<file path="config.mk">
export PLATFORM = sky130hd
export DESIGN_NAME = pwm_peripheral
export DESIGN_NICKNAME = d
export VERILOG_FILES = /design/src/rtl/tt_regmap_pkg.sv /design/src/rtl/pwm_prescaler.sv /design/src/rtl/pwm_peripheral.sv
export SDC_FILE = /design/constraint.sdc
export NUM_CORES = 1
export LEC_CHECK = 0
export ABC_AREA = 1
export BUFFER_PORTS_ARGS = -buffer_cell sky130_fd_sc_hd__buf_2
export CAP_MARGIN = 5
export CORE_UTILIZATION = 50
export CTS_CLUSTER_DIAMETER = 120
export CTS_CLUSTER_SIZE = 12
export DETAILED_ROUTE_END_ITERATION = 12
export PLACE_DENSITY_LB_ADDON = 0.2
export RECOVER_POWER = 25
export SETUP_SLACK_MARGIN = 0.1
export SYNTH_ARGS = -nofsm -noshare
export SYNTH_HDL_FRONTEND = slang
export SYNTH_SLANG_ARGS = --single-unit
</file>
<file path="constraint.sdc">
create_clock -name clk -period 3.9 [get_ports clk]
set_input_delay 0.39 -clock clk [delete_from_list [all_inputs] [get_ports clk]]
set_output_delay 0.39 -clock clk [all_outputs]
set_load 0.01 [all_outputs]
</file>
<file path="src/rtl/tt_regmap_pkg.sv">
// Register map shared by the SPI register file and the PWM peripheral.
// Both blocks decode against these constants, so keep them in one place.
package tt_regmap_pkg;

  localparam int REG_W     = 8;
  localparam int NUM_PINS  = 16;
  localparam int PWM_CNT_W = 8;

  // Register addresses decoded by the SPI register file
  localparam logic [REG_W-1:0] ADDR_EN_OUT_7_0   = 8'h00;
  localparam logic [REG_W-1:0] ADDR_EN_OUT_15_8  = 8'h01;
  localparam logic [REG_W-1:0] ADDR_EN_PWM_7_0   = 8'h02;
  localparam logic [REG_W-1:0] ADDR_EN_PWM_15_8  = 8'h03;
  localparam logic [REG_W-1:0] ADDR_PWM_DUTY     = 8'h04;

  // Per-pin drive: disabled pins are low, enabled non-PWM pins are high,
  // enabled PWM pins follow the shared waveform.
  function automatic logic pin_drive(input logic oe, input logic pe, input logic level);
    return oe & (pe ? level : 1'b1);
  endfunction

endpackage

</file>
<file path="src/rtl/pwm_prescaler.sv">
// Prescaler: pulses tick for one clk every PRESCALE_DIV clk cycles.
// PRESCALE_DIV = 1 gives a tick on every cycle.
module pwm_prescaler #(
  parameter int unsigned PRESCALE_DIV = 13
) (
  input  logic clk,
  input  logic rst_n,
  output logic tick
);

  localparam logic [15:0] LAST = 16'(PRESCALE_DIV - 1);

  logic [15:0] pre_cnt;

  assign tick = (pre_cnt == LAST);

  // Count 0..PRESCALE_DIV-1 and wrap.
  always_ff @(posedge clk or negedge rst_n) begin
    // NOTE: registers take non-blocking assignments so every flop samples
    // pre-edge values regardless of the order the blocks are evaluated in.
    if (!rst_n)    pre_cnt <= '0;
    else if (tick) pre_cnt <= '0;
    else           pre_cnt <= pre_cnt + 16'd1;
  end

endmodule

</file>
<file path="src/rtl/pwm_peripheral.sv">
// PWM peripheral: drives 16 pins as static low, static high or a shared PWM
// waveform (period 256 prescaled ticks, common duty).
// Build option PWM_SHADOW_DUTY_EN: when defined, the duty value is latched
// only at the period boundary so mid-period writes never produce runt pulses;
// when undefined, the duty input feeds the comparator directly.
module pwm_peripheral
  import tt_regmap_pkg::*;
#(
  parameter int unsigned PRESCALE_DIV = 13
) (
  input  logic                clk,
  input  logic                rst_n,
  input  logic [REG_W-1:0]    en_reg_out_7_0,
  input  logic [REG_W-1:0]    en_reg_out_15_8,
  input  logic [REG_W-1:0]    en_reg_pwm_7_0,
  input  logic [REG_W-1:0]    en_reg_pwm_15_8,
  input  logic [REG_W-1:0]    pwm_duty_cycle,
  output logic [NUM_PINS-1:0] out
);

  logic [NUM_PINS-1:0]  en_out;
  logic [NUM_PINS-1:0]  en_pwm;
  logic                 tick;
  logic                 boundary;
  logic [PWM_CNT_W-1:0] pwm_cnt;
  logic [REG_W-1:0]     duty_active;
  logic                 pwm_level;
  logic [NUM_PINS-1:0]  out_next;

  assign en_out = {en_reg_out_15_8, en_reg_out_7_0};
  assign en_pwm = {en_reg_pwm_15_8, en_reg_pwm_7_0};

  pwm_prescaler #(.PRESCALE_DIV(PRESCALE_DIV)) u_prescaler (
    .clk   (clk),
    .rst_n (rst_n),
    .tick  (tick)
  );

  assign boundary = tick && (pwm_cnt == '1);

  // Period counter: advances once per tick, wraps 255 -> 0.
  always_ff @(posedge clk or negedge rst_n) begin
    if (!rst_n)    pwm_cnt <= '0;
    else if (tick) pwm_cnt <= pwm_cnt + 1'b1;
  end

`ifdef PWM_SHADOW_DUTY_EN
  // Shadow duty: captured at the period boundary so each period uses one value.
  always_ff @(posedge clk or negedge rst_n) begin
    if (!rst_n)        duty_active <= '0;
    else if (boundary) duty_active <= pwm_duty_cycle;
  end
`else
  logic unused_boundary;
  assign unused_boundary = boundary;
  assign duty_active     = pwm_duty_cycle;
`endif

  // Compare: 0x00 is always low, 0xFF is always high, else cnt < duty.
  always_comb begin
    // NOTE: a default assignment first guarantees every path drives the
    // signal, so no latch is inferred.
    pwm_level = 1'b0;
    if (duty_active == '1)      pwm_level = 1'b1;
    else if (duty_active != '0) pwm_level = (pwm_cnt < duty_active);
  end

  // Per-pin output mux.
  always_comb begin
    out_next = '0;
    for (int i = 0; i < NUM_PINS; i++)
      out_next[i] = pin_drive(en_out[i], en_pwm[i], pwm_level);
  end

  // Registered pin drive: one clk of latency from enables and counter state.
  always_ff @(posedge clk or negedge rst_n) begin
    if (!rst_n) out <= '0;
    else        out <= out_next;
  end

endmodule

</file>
==> flow_summary.toml <==
[clock_network]
clockBufferDepth = 2
cts.clk_slew.worst_paths_ns = 0.08
tritoncts = "yes"
htree_levels = 2
postCtsHoldBufs = 0
cts_root_buf = "clkbuf_8"
numCtsBuffers = 5
postCtsSetupBuffers = 0
cts_resized = 0
clk_latency_ns = 0.29
cts_sinks = 40

[detailed_routing]
dr.pass1.iters = 4
routed-wl-met3_um = 276
vias = 1816
drtIter0Drc = 46
routed_wl_um = 4210
wl_met1_um = 1820
wl_per_cell_um = 11.1
viasPerCell = 4.78
drc = 0
met2_length_um = 2060
dr.max_layer_used = "met4"
antenna_left = 0

[yosys]
synth_cell_types = 25
yosys-top-cells-area = "dfrtp_1 (45%), nand2_1 (12%), inv_1 (8.4%)"
synth_area_um2 = 2240
yosysWarnings = 0
synth-seq-cells = 40
yosys.area.top_type = "dfrtp_1"
syn_inst = 268
syn_nets = 320
postSynthAreaPerCell_um2 = 8.35
synth_top_area_frac = 0.447
yosysSeqAreaShare = 0.447

[critical_path]
cp_slowest_cell = "clkbuf_1"
max_stage_delay_ns = 1.47
path_delay_family = "buffers and inverters"
start_kind = "input port"
path_class = "in -> async"
cp_num_buf_inv = 1
path_max_fanout = 40
worst_ep_required_time_ns = 3.89
cp-end-kind = "async pin"
worstPathArrival_ns = 1.87
worstPathCellList = "clkbuf_1"

[pwr]
vdd_drop_max_mv = 0.150
powerDensity_nw_per_um2 = 293
power.leakage_nw = 1.46

[sta]
setup_ws_ns = 2.02
holdWs_ns = 0.281
max_freq_mhz = 531
drv_slew = 41
max_slew.worst_pin.slew_ns = 2.09
period_share = 0.483
fin_setup_tns_ns = 0
rsz0062_at_grt = "no"
fin_skew_ns = 0.00452
finalHoldViolations = 0
finalCriticalPeriod_ns = 1.88
setup_viol = 0
slew_headroom = -0.391

[finish]
postLayoutCellArea_um2 = 2650
area_growth_pct = 18.2
utilization = 0.638
layout_common_cells = "nand2_1 (69), buf_2 (56), inv_1 (50)"
layout.nets = 381
antennaDiodeCount = 0
drive_gt1_frac = 0.303
layout_commonest_cell = "nand2_1"

[min_path]
min_path_type = "in -> reg"

[placement]
dpl_cell_area_um2 = 2550
port_buffers = 57
dp_hpwl_um = 3210
place_ws_ns = 2.07
gp_congestion = 0.818

[die]
core_area_um2 = 4140
start_util = 0.540
die_x_um = 68.9
io_pins = 58
die-area_um2 = 4750
rows = 23
die_h_um = 68.9

[global_routing]
grt_pass1_vias = 1708
grt-ovfl-total = 0
grtUsageTotal = 0.202
grt_max_degree = 41
antenna_found_initial = 0
grt_pass1_wl_um = 6980

[run_status]
violations = "max-capacitance violations, max-slew violations"
status = "finished with violations"

[run]
cap_violations = 1
[power by group]
part | switching (mW) | leakage (nW) | internal [mW]
registers | 0.00206 | 0.502 | 0.423
clock network | 0.143 | 0.0445 | 0.144
logic | 0.0352 | 0.913 | 0.0277
total | 0.180 | 1.46 | 0.595
[registers in the layout, summed over array words and instances (netlist names)]
register             flops
out                     16
pwm_cnt                  8
u_prescaler.pre_cnt     16
[cells by family after synthesis]
family / Yosys count / share of synthesized area
fa+ha+maj: 10 / 0.0559
compound gates: 12 / 0.0279
flops: 40 / 0.447
xor+xnor: 13 / 0.0509
buf+inv: 61 / 0.112
simple gates: 132 / 0.306
[Yosys cell counts, drive strengths merged]
master / n
nand2: 78
o21ai: 9
a21oi: 2
nand3: 23
nand4: 2
nor2: 20
clkinv: 1
nor3: 7
inv: 57
dfrtp: 40
o21bai: 1
nor4: 2
buf: 3
ha: 10
xor2: 7
xnor2: 6
[per-layer routing]
metal  track usage  vias to the layer above
met4        0.0561                        0
met1         0.236                      824
met2         0.348                       56
met3        0.0691                        6
met5             0                        -
li1              -                      930
[cell type report]
cell class              count  area [um2]
fillers                   382        1500
inverters                  58         218
repair buffers             57         284
clock inverters             1        7.51
multi-input cells         167         986
flip-flops and latches     40        1000
well taps                  50        62.6
clock buffers               7        86.3
[final timing paths]
check | startpoint | to | slack (ns) | cells past startpoint
worst min register to register | u_prescaler.pre_cnt[0] | u_prescaler.pre_cnt[0] | 0.50 | 1
worst min-delay path | en_reg_out_7_0[6] | out[6] | 0.28 | 3
worst max-delay path | rst_n | u_prescaler.pre_cnt[12] | 2.02 | 1
min in group asynchronous | rst_n | out[11] | 0.70 | 1
worst max register to register | pwm_cnt[5] | out[13] | 2.16 | 10
max in group clk | pwm_cnt[5] | out[13] | 2.16 | 10
[per-stage QoR]
stage,std cells,power [mW]
floorplan,268,0.456
global placement,372,0.496
detailed placement,372,0.498
CTS,380,0.789
global route,380,0.811
finish,380,0.775
(Power assumes the default switching activity.)
